`src/rtl/decode_stage.sv`:
```
// rtl/decode_stage.sv - RV32I decode stage: format decode, operand read with write-back bypass,
// immediate generation and the ID/EX pipeline register with stall, flush and write-back snooping.
module decode_stage #(
  parameter int XLEN = 32
) (
  input  logic            clock,
  input  logic            reset,
  input  logic            if_valid,
  input  logic [31:0]     if_instruction,
  input  logic [XLEN-1:0] if_pc,
  input  logic            stall,
  input  logic            flush,
  input  logic            wb_wEn,
  input  logic [4:0]      wb_write_sel,
  input  logic [XLEN-1:0] wb_write_data,
  output logic [4:0]      read_sel1,
  output logic [4:0]      read_sel2,
  input  logic [XLEN-1:0] read_data1,
  input  logic [XLEN-1:0] read_data2,
  output logic            id_valid,
  output logic [XLEN-1:0] id_pc,
  output logic [XLEN-1:0] id_rs1_data,
  output logic [XLEN-1:0] id_rs2_data,
  output logic [XLEN-1:0] id_imm,
  output logic [4:0]      id_rd,
  output logic [6:0]      id_opcode,
  output logic [2:0]      id_funct3,
  output logic [6:0]      id_funct7,
  output logic            id_reg_write,
  output logic            id_illegal
);

  localparam logic [6:0] OPC_OP     = 7'b0110011;
  localparam logic [6:0] OPC_OP_IMM = 7'b0010011;
  localparam logic [6:0] OPC_LOAD   = 7'b0000011;
  localparam logic [6:0] OPC_JALR   = 7'b1100111;
  localparam logic [6:0] OPC_STORE  = 7'b0100011;
  localparam logic [6:0] OPC_BRANCH = 7'b1100011;
  localparam logic [6:0] OPC_LUI    = 7'b0110111;
  localparam logic [6:0] OPC_AUIPC  = 7'b0010111;
  localparam logic [6:0] OPC_JAL    = 7'b1101111;

  typedef enum logic [2:0] {
    FMT_R, FMT_I, FMT_S, FMT_B, FMT_U, FMT_J, FMT_BAD
  } fmt_e;

  fmt_e        fmt;
  logic [6:0]  opcode;
  logic        uses_rs1, uses_rs2, writes_rd;
  logic [31:0] imm;
  logic [4:0]  rd_field;
  logic [XLEN-1:0] rs1_val, rs2_val;

  assign opcode   = if_instruction[6:0];
  assign rd_field = if_instruction[11:7];

  always_comb begin
    fmt = FMT_BAD;
    case (opcode)
      OPC_OP:                          fmt = FMT_R;
      OPC_OP_IMM, OPC_LOAD, OPC_JALR:  fmt = FMT_I;
      OPC_STORE:                       fmt = FMT_S;
      OPC_BRANCH:                      fmt = FMT_B;
      OPC_LUI, OPC_AUIPC:              fmt = FMT_U;
      OPC_JAL:                         fmt = FMT_J;
      default:                         fmt = FMT_BAD;
    endcase
  end

  assign uses_rs1  = (fmt == FMT_R) || (fmt == FMT_I) || (fmt == FMT_S) || (fmt == FMT_B);
  assign uses_rs2  = (fmt == FMT_R) || (fmt == FMT_S) || (fmt == FMT_B);
  assign writes_rd = (fmt == FMT_R) || (fmt == FMT_I) || (fmt == FMT_U) || (fmt == FMT_J);

  assign read_sel1 = (if_valid && uses_rs1) ? if_instruction[19:15] : 5'd0;
  assign read_sel2 = (if_valid && uses_rs2) ? if_instruction[24:20] : 5'd0;

  // The select==0 test comes first so a write-back aimed at x0 can never bypass.
  always_comb begin
    rs1_val = read_data1;
    if (read_sel1 == 5'd0)
      rs1_val = '0;
    else if (wb_wEn && (wb_write_sel == read_sel1))
      rs1_val = wb_write_data;
  end

  always_comb begin
    rs2_val = read_data2;
    if (read_sel2 == 5'd0)
      rs2_val = '0;
    else if (wb_wEn && (wb_write_sel == read_sel2))
      rs2_val = wb_write_data;
  end

  always_comb begin
    imm = 32'd0;
    case (fmt)
      FMT_I: imm = {{20{if_instruction[31]}}, if_instruction[31:20]};
      FMT_S: imm = {{20{if_instruction[31]}}, if_instruction[31:25], if_instruction[11:7]};
      FMT_B: imm = {{19{if_instruction[31]}}, if_instruction[31], if_instruction[7],
                    if_instruction[30:25], if_instruction[11:8], 1'b0};
      FMT_U: imm = {if_instruction[31:12], 12'd0};
      FMT_J: imm = {{11{if_instruction[31]}}, if_instruction[31], if_instruction[19:12],
                    if_instruction[20], if_instruction[30:21], 1'b0};
      default: imm = 32'd0;
    endcase
  end

  logic            valid_q, valid_d;
  logic [XLEN-1:0] pc_q, pc_d;
  logic [XLEN-1:0] rs1_data_q, rs1_data_d;
  logic [XLEN-1:0] rs2_data_q, rs2_data_d;
  logic [XLEN-1:0] imm_q, imm_d;
  logic [4:0]      rd_q, rd_d;
  logic [6:0]      opcode_q, opcode_d;
  logic [2:0]      funct3_q, funct3_d;
  logic [6:0]      funct7_q, funct7_d;
  logic            reg_write_q, reg_write_d;
  logic            illegal_q, illegal_d;
  logic [4:0]      rs1_idx_q, rs1_idx_d;
  logic [4:0]      rs2_idx_q, rs2_idx_d;

  always_comb begin
    valid_d     = valid_q;
    pc_d        = pc_q;
    rs1_data_d  = rs1_data_q;
    rs2_data_d  = rs2_data_q;
    imm_d       = imm_q;
    rd_d        = rd_q;
    opcode_d    = opcode_q;
    funct3_d    = funct3_q;
    funct7_d    = funct7_q;
    reg_write_d = reg_write_q;
    illegal_d   = illegal_q;
    rs1_idx_d   = rs1_idx_q;
    rs2_idx_d   = rs2_idx_q;
    if (flush) begin
      valid_d     = 1'b0;
      pc_d        = '0;
      rs1_data_d  = '0;
      rs2_data_d  = '0;
      imm_d       = '0;
      rd_d        = 5'd0;
      opcode_d    = 7'd0;
      funct3_d    = 3'd0;
      funct7_d    = 7'd0;
      reg_write_d = 1'b0;
      illegal_d   = 1'b0;
      rs1_idx_d   = 5'd0;
      rs2_idx_d   = 5'd0;
    end else if (stall) begin
      // Held indices are 0 for unused sources, so the x0 guard also covers them.
      if (wb_wEn && (wb_write_sel != 5'd0) && (wb_write_sel == rs1_idx_q))
        rs1_data_d = wb_write_data;
      if (wb_wEn && (wb_write_sel != 5'd0) && (wb_write_sel == rs2_idx_q))
        rs2_data_d = wb_write_data;
    end else if (if_valid) begin
      valid_d     = 1'b1;
      pc_d        = if_pc;
      rs1_data_d  = rs1_val;
      rs2_data_d  = rs2_val;
      imm_d       = imm;
      rd_d        = writes_rd ? rd_field : 5'd0;
      opcode_d    = opcode;
      funct3_d    = if_instruction[14:12];
      funct7_d    = if_instruction[31:25];
      reg_write_d = writes_rd && (rd_field != 5'd0);
      illegal_d   = (fmt == FMT_BAD);
      rs1_idx_d   = read_sel1;
      rs2_idx_d   = read_sel2;
    end else begin
      valid_d     = 1'b0;
      pc_d        = '0;
      rs1_data_d  = '0;
      rs2_data_d  = '0;
      imm_d       = '0;
      rd_d        = 5'd0;
      opcode_d    = 7'd0;
      funct3_d    = 3'd0;
      funct7_d    = 7'd0;
      reg_write_d = 1'b0;
      illegal_d   = 1'b0;
      rs1_idx_d   = 5'd0;
      rs2_idx_d   = 5'd0;
    end
  end

  always_ff @(posedge clock) begin
    if (reset) begin
      valid_q     <= 1'b0;
      pc_q        <= '0;
      rs1_data_q  <= '0;
      rs2_data_q  <= '0;
      imm_q       <= '0;
      rd_q        <= 5'd0;
      opcode_q    <= 7'd0;
      funct3_q    <= 3'd0;
      funct7_q    <= 7'd0;
      reg_write_q <= 1'b0;
      illegal_q   <= 1'b0;
      rs1_idx_q   <= 5'd0;
      rs2_idx_q   <= 5'd0;
    end else begin
      valid_q     <= valid_d;
      pc_q        <= pc_d;
      rs1_data_q  <= rs1_data_d;
      rs2_data_q  <= rs2_data_d;
      imm_q       <= imm_d;
      rd_q        <= rd_d;
      opcode_q    <= opcode_d;
      funct3_q    <= funct3_d;
      funct7_q    <= funct7_d;
      reg_write_q <= reg_write_d;
      illegal_q   <= illegal_d;
      rs1_idx_q   <= rs1_idx_d;
      rs2_idx_q   <= rs2_idx_d;
    end
  end

  assign id_valid     = valid_q;
  assign id_pc        = pc_q;
  assign id_rs1_data  = rs1_data_q;
  assign id_rs2_data  = rs2_data_q;
  assign id_imm       = imm_q;
  assign id_rd        = rd_q;
  assign id_opcode    = opcode_q;
  assign id_funct3    = funct3_q;
  assign id_funct7    = funct7_q;
  assign id_reg_write = reg_write_q;
  assign id_illegal   = illegal_q;

endmodule

```
`config.mk`:
```
export PLATFORM = sky130hd
export DESIGN_NAME = decode_stage
export DESIGN_NICKNAME = d
export VERILOG_FILES = /design/src/rtl/decode_stage.sv
export SDC_FILE = /design/constraint.sdc
export NUM_CORES = 1
export LEC_CHECK = 0
export CAP_MARGIN = 15
export CELL_PAD_IN_SITES_DETAIL_PLACEMENT = 1
export CELL_PAD_IN_SITES_GLOBAL_PLACEMENT = 2
export CORE_MARGIN = 2
export CORE_UTILIZATION = 22
export DETAILED_ROUTE_END_ITERATION = 8
export PLACE_DENSITY_LB_ADDON = 0.1
export SLEW_MARGIN = 20
export SYNTH_ARGS = -nofsm -noshare
export SYNTH_HDL_FRONTEND = slang
export SYNTH_SLANG_ARGS = --single-unit
```
`constraint.sdc`:
```
create_clock -name clock -period 4.05 [get_ports clock]
set_input_delay 0.81 -clock clock [delete_from_list [all_inputs] [get_ports clock]]
set_output_delay 0.81 -clock clock [all_outputs]
set_load 0.01 [all_outputs]
```
# Yosys cells after proc, flatten, opt, wreduce, memory -nomap -nowiden
# Index checks and enable logic that the tools add are counted.
[totals]
in_bits = 171
wordCells = 83
out_inout_bits = 163
regBits = 163
[op_classes]
n_eq_ne = 21
reduce_logical = 23
muxes = 26
[op_table]
columns = ["operator", "n"]
rows = [
  ["32-bit two-way mux", 12],
  ["32-bit one-hot mux with 5 select lines", 1],
  ["5-bit two-way mux", 6],
  ["7-bit by 6-bit equality test with 1-bit output (second input constant)", 3],
  ["7-bit equality test (second input constant)", 3],
  ["5-bit equality test", 4],
  ["3-bit one-hot mux with 6 select lines", 1],
  ["7-bit by 5-bit equality test with 1-bit output (second input constant)", 2],
  ["7-bit two-way mux", 2],
  ["5-bit logical NOT", 2],
  ["5-bit nonzero test", 2],
  ["3-bit equality test (second input constant)", 3],
  ["1-bit logical AND", 8],
  ["7-bit by 2-bit equality test with 1-bit output (second input constant)", 1],
  ["1-bit logical OR", 7],
  ["3-bit by 2-bit equality test with 1-bit output (second input constant)", 2],
  ["2-bit by 1-bit != test with 1-bit output (second input constant)", 2],
  ["2-bit OR reduction", 2],
  ["3-bit by 1-bit equality test with 1-bit output (second input constant)", 1],
  ["3-bit logical NOT", 1],
  ["1-bit two-way mux", 3],
  ["3-bit two-way mux", 1],
  ["3-bit OR reduction", 1],
]

# Depth between registers and ports, before layout
[depth]
ltp_word = 15
mapped_depth = 14

# Least setup slack after synthesis
# OpenSTA, ideal clock, no wires.
[synth_timing]
path_kind = "in2reg"
start = "input if_instruction[1]"
end = "register rs2_data_q[16], in the netlist id_rs2_data[16]"
path_slack_ns = 0.399
setup_ns = 0.122
stages = 13
t_arrival_ns = 3.529
path_buffers = 2
cell_sequence = "nand2_1 -> or2_2 -> clkbuf_1 -> or3_1 -> ha_1 -> a21boi_0 -> a21boi_0 -> nor2_1 -> o41ai_1 -> a221oi_2 -> clkbuf_1 -> nand3b_1 -> a31oi_1"
[synth_between]
elab_chain_cells = 14
elab_cells_between_ends = 26
cone_classes = "eq/ne: 12; mux: 6; reduce/logical: 8"
[synth_rtl]
columns = ["item", "line_no", "rtl"]
rows = [
  ["start, declared", "9", "input logic [31:0] if_instruction,"],
  ["7-bit by 5-bit equality test with 1-bit output (tied with other cells)", "59", "case (opcode)"],
  ["3-bit OR reduction or 2-bit OR reduction (tied branches)", "59", ""],
  ["3-bit one-hot mux with 6 select lines (*)", "59", ""],
  ["3-bit by 2-bit equality test with 1-bit output or 3-bit logical NOT (tied branches)", "71", "assign uses_rs2 = (fmt == FMT_R) || (fmt == FMT_S) || (fmt == FMT_B);"],
  ["1-bit logical OR", "71", ""],
  ["1-bit logical OR (*)", "71", ""],
  ["1-bit logical AND (*)", "75", "assign read_sel2 = (if_valid && uses_rs2) ? if_instruction[24:20] : 5'd0;"],
  ["5-bit two-way mux (*)", "75", ""],
  ["5-bit equality test", "90", "else if (wb_wEn && (wb_write_sel == read_sel2))"],
  ["1-bit logical AND", "90", ""],
  ["32-bit two-way mux", "90", ""],
  ["32-bit two-way mux (*)", "88", "if (read_sel2 == 5'd0)"],
  ["32-bit two-way mux (*)", "156", "end else if (if_valid) begin"],
  ["32-bit two-way mux (*)", "150", "end else if (stall) begin"],
  ["end signal, assigned", "206", "rs2_data_q <= rs2_data_d;"],
  ["end, declared", "111", "logic [XLEN-1:0] rs2_data_q, rs2_data_d;"],
]
# Every way passes the cells marked *; elsewhere a longest branch is shown, timed or not.
# A chain may end at the register's enable or synchronous reset.

# Final worst setup path
[layout_timing]
start = "input if_instruction[1]"
end = "output read_sel2[0]"
[layout_between]
elab_chain_cells = 8
elab_cells_between_ends = 19
cone_classes = "eq/ne: 11; mux: 2; reduce/logical: 6"
[layout_rtl]
columns = ["item", "line_no", "rtl"]
rows = [
  ["7-bit by 5-bit equality test with 1-bit output (tied with other cells)", "59", ""],
  ["3-bit OR reduction or 2-bit OR reduction (tied branches)", "59", ""],
  ["3-bit one-hot mux with 6 select lines (*)", "59", ""],
  ["3-bit by 2-bit equality test with 1-bit output or 3-bit logical NOT (tied branches)", "71", ""],
  ["1-bit logical OR", "71", ""],
  ["1-bit logical OR (*)", "71", ""],
  ["1-bit logical AND (*)", "75", ""],
  ["5-bit two-way mux (*)", "75", ""],
  ["end, declared", "17", "output logic [4:0] read_sel2,"],
]
# Marked as above.

==> run metrics <==
via count of the first global-routing pass=8653; Worst IR Drop VDD=0.287 mV; area of the die=0.0347 mm2; DR WL/cell=19.6 um; reg2reg path depth=6; Hold-fix buffers, CTS=0; transition at the pin with the smallest max-transition slack=0.687 ns; Filler cells=3779; timing startpoint of the critical path=if_instruction[1]; global-route usage over all layers=0.190; result of the run=completed; number of diodes=0; number of flops mapped to enable cells by yosys=0; max-slew violation total from the final report=0; average cell area after synthesis=7.94 um2; final HPWL from detailed placement=23300 um; core region area=0.0326 mm2; clock sink count=163; DRT Wirelength=33300 um; pin count of the biggest net entering global routing=65; number of placed I/O pins=334; violation count after the first detailed-routing iteration=328; area growth from synthesis to layout=64.9%; total number of placement rows=66; global-route wire length before repair=51700 um; R2R Setup Slk=2.21 ns; deepest clock path buffer count=2; areal power density over the cells=329 mW/mm2; later-pin clock latency in the skew report=0.44 ns; TritonCTS buffer count=17; number of antenna violations at the first check in global routing=2; CP Capture Type=output pin; number of levels in the clock H-tree=4; number of warnings reported in the yosys synthesis log=0; termination of the worst setup path=read_sel2[0]; clock-pin slew on the worst setup and hold paths=0.06 ns; share of post-route cells with drive strength above 1=0.0889; worst clock skew on the final layout=0.0111 ns; number of port buffers=333; number of standard cells after synthesis=922; headroom to the max-slew limit=0.541; leading cell types in the layout, fill and taps excluded=sky130_fd_sc_hd__clkdlybuf4s50_1, sky130_fd_sc_hd__dfxtp_1, sky130_fd_sc_hd__nand2_1, sky130_fd_sc_hd__nor2_1, sky130_fd_sc_hd__o21ai_0; per-cell via count in the routed design=4.74; net count after synthesis=1094; Setup-failing EPs final=0; combined area of all synthesized cells=0.00732 mm2; DRC Markers=0; final period utilization=0.980; count of TritonRoute iterations in the first routing pass=4; class of the most critical setup path=in2out; async set-reset flop share out of synthesis=0; minimum clock period=3.97 ns; Reg-to-Reg End=id_rs1_data[21]; dominant synthesized flop cell=sky130_fd_sc_hd__dfxtp_1; critical path peak fanout=6; initial core utilization=0.224; most common library cell in the layout ignoring fill and taps=sky130_fd_sc_hd__clkdlybuf4s50_1; Hold WS=0.464 ns; CTS tree=yes; number of nets in the layout=1419; fraction of the yosys area taken by sequential cells=0.446; Startpoint Class=input pin; number of routed nets with antenna violations=0; total grt overflow=0; arrival time worst endpoint=3.16 ns; routability-driven placement congestion ratio=0.769; static power due to leakage=4.03 nW; count of placed standard cells in the final layout, fillers left out=1702; class of the most critical hold timing path=reg2reg; Clk Tree Root Cell=sky130_fd_sc_hd__clkbuf_16; final number of hold-violating endpoints=0; Max Fclk=252 MHz; Die X=186 um; count of unique library cells instantiated by Yosys=47; number of vias after detailed routing=8074; data required time of the worst path=3.24 ns; placed cell count=1668; number of flip-flops and latches in the synthesized netlist=163; worst r2r src=rs1_idx_q[4]; maximum capacitance violations=0; floorplan die height=186 um; sum of internal, switching and leakage power=3.97 mW
-- through the flow --
stage	utilization	setup TNS, ns	worst slack (ns)	area, um2
after floorplan	-	0	0.399	7320
after global placement	0.350	-9.08	-0.345	11400
after detailed placement	0.350	-14.03	-0.381	11400
after CTS	0.369	0	0.0289	12000
after global routing	0.370	-0.000833	-0.000833	12100
final	0.370	0	0.0825	12100
-- state kept, by name (all words and copies together), names as in the netlist --
name	flops
id_rd	5
id_rs2_data	32
id_reg_write	1
id_illegal	1
id_funct7	7
id_valid	1
id_funct3	3
id_rs1_data	32
id_opcode	7
rs2_idx_q	5
id_imm	32
rs1_idx_q	5
id_pc	32
-- layer usage --
metal / GRT usage / vias to the layer above / wire (um)
li1: - / 3941 / -
met1: 0.235 / 3908 / 15000
met2: 0.313 / 203 / 15400
met3: 0.0711 / 20 / 2480
met4: 0.0455 / 2 / 425
met5: 0 / - / 13
-- how the worst min path moves through the flow --
| stage | start | endpoint | cells after the start | slack [ns] |
|---|---|---|---|---|
| after floorplan | rs1_idx_q[0] | rs1_idx_q[0] | 2 | 0.45 |
| after global placement | id_imm[22] | id_imm[22] | 2 | 0.45 |
| after detailed placement | id_imm[29] | id_imm[29] | 2 | 0.46 |
| after CTS | id_valid | id_valid | 2 | 0.47 |
| after global routing | id_imm[25] | id_imm[25] | 2 | 0.49 |
| final | id_valid | id_valid | 2 | 0.46 |
-- synth_stat cells (2+ instances only) --
cell | count | area, um2
sky130_fd_sc_hd__inv_1 | 2 | 7.51
sky130_fd_sc_hd__o21ai_0 | 83 | 415
sky130_fd_sc_hd__buf_2 | 4 | 20.0
sky130_fd_sc_hd__a211oi_2 | 2 | 25.0
sky130_fd_sc_hd__o21a_1 | 2 | 15.0
sky130_fd_sc_hd__and2_1 | 10 | 62.6
sky130_fd_sc_hd__a21o_1 | 12 | 90.1
sky130_fd_sc_hd__nand3b_1 | 34 | 255
sky130_fd_sc_hd__clkbuf_1 | 76 | 285
sky130_fd_sc_hd__a31oi_1 | 66 | 413
sky130_fd_sc_hd__or2_2 | 5 | 31.3
sky130_fd_sc_hd__nor2b_1 | 2 | 12.5
sky130_fd_sc_hd__nand2b_1 | 13 | 81.3
sky130_fd_sc_hd__or4_1 | 2 | 15.0
sky130_fd_sc_hd__nand2_1 | 120 | 450
sky130_fd_sc_hd__nor2_1 | 85 | 319
sky130_fd_sc_hd__buf_4 | 3 | 22.5
sky130_fd_sc_hd__a21oi_1 | 73 | 365
sky130_fd_sc_hd__o31ai_1 | 3 | 22.5
sky130_fd_sc_hd__a21boi_0 | 2 | 15.0
sky130_fd_sc_hd__nand3_1 | 41 | 205
sky130_fd_sc_hd__and4b_1 | 2 | 20.0
sky130_fd_sc_hd__and3_1 | 11 | 68.8
sky130_fd_sc_hd__dfxtp_1 | 163 | 3260
sky130_fd_sc_hd__xor2_1 | 2 | 17.5
sky130_fd_sc_hd__o41ai_1 | 3 | 26.3
sky130_fd_sc_hd__nor3_1 | 5 | 25.0
sky130_fd_sc_hd__a22oi_1 | 65 | 488
sky130_fd_sc_hd__xnor2_1 | 13 | 114
-- cell families after synthesis --
logic type      synth area share
xor+xnor                  0.0179
simple gates               0.217
compound gates             0.271
flops                      0.446
buf+inv                   0.0463
fa+ha+maj                0.00171
-- worst max-delay path, stage by stage --
cell and delay [ns]:
sky130_fd_sc_hd__clkdlybuf4s50_1 0.48, sky130_fd_sc_hd__nand2_1 0.07, sky130_fd_sc_hd__or2_2 0.29, sky130_fd_sc_hd__or3_4 0.34, sky130_fd_sc_hd__ha_2 0.20, sky130_fd_sc_hd__a21boi_2 0.13
sky130_fd_sc_hd__a21boi_1 0.09, sky130_fd_sc_hd__or2_4 0.27, sky130_fd_sc_hd__and3_1 0.20, sky130_fd_sc_hd__dlygate4sd2_1 0.28
-- report_power, final --
part	switching [mW]	total, mW	leakage (nW)	internal [mW]
registers	0.0175	1.66	1.32	1.64
logic	0.275	0.573	2.41	0.299
clock network	0.757	1.75	0.302	0.988
total	1.05	3.97	4.03	2.92
-- layout make-up --
class,instances,area [um2],share of cell area
Timing Repair Buffer,390,3820,0.316
Multi-Input combinational cell,673,3810,0.316
Sequential cell,163,3260,0.270
Tap cell,442,553,0.0458
Clock buffer,17,425,0.0352
Clock inverter,15,189,0.0157
Inverter,2,7.51,0.000622
-- repair_timing --
action / CTS / global route
setup buffers: 1 / 0
gates resized for setup: 15 / 5
endpoints found under the setup margin: 10 / 5
cloned: 0 / 0
pin swaps: 1 / 0
(Power assumes the default switching activity.)
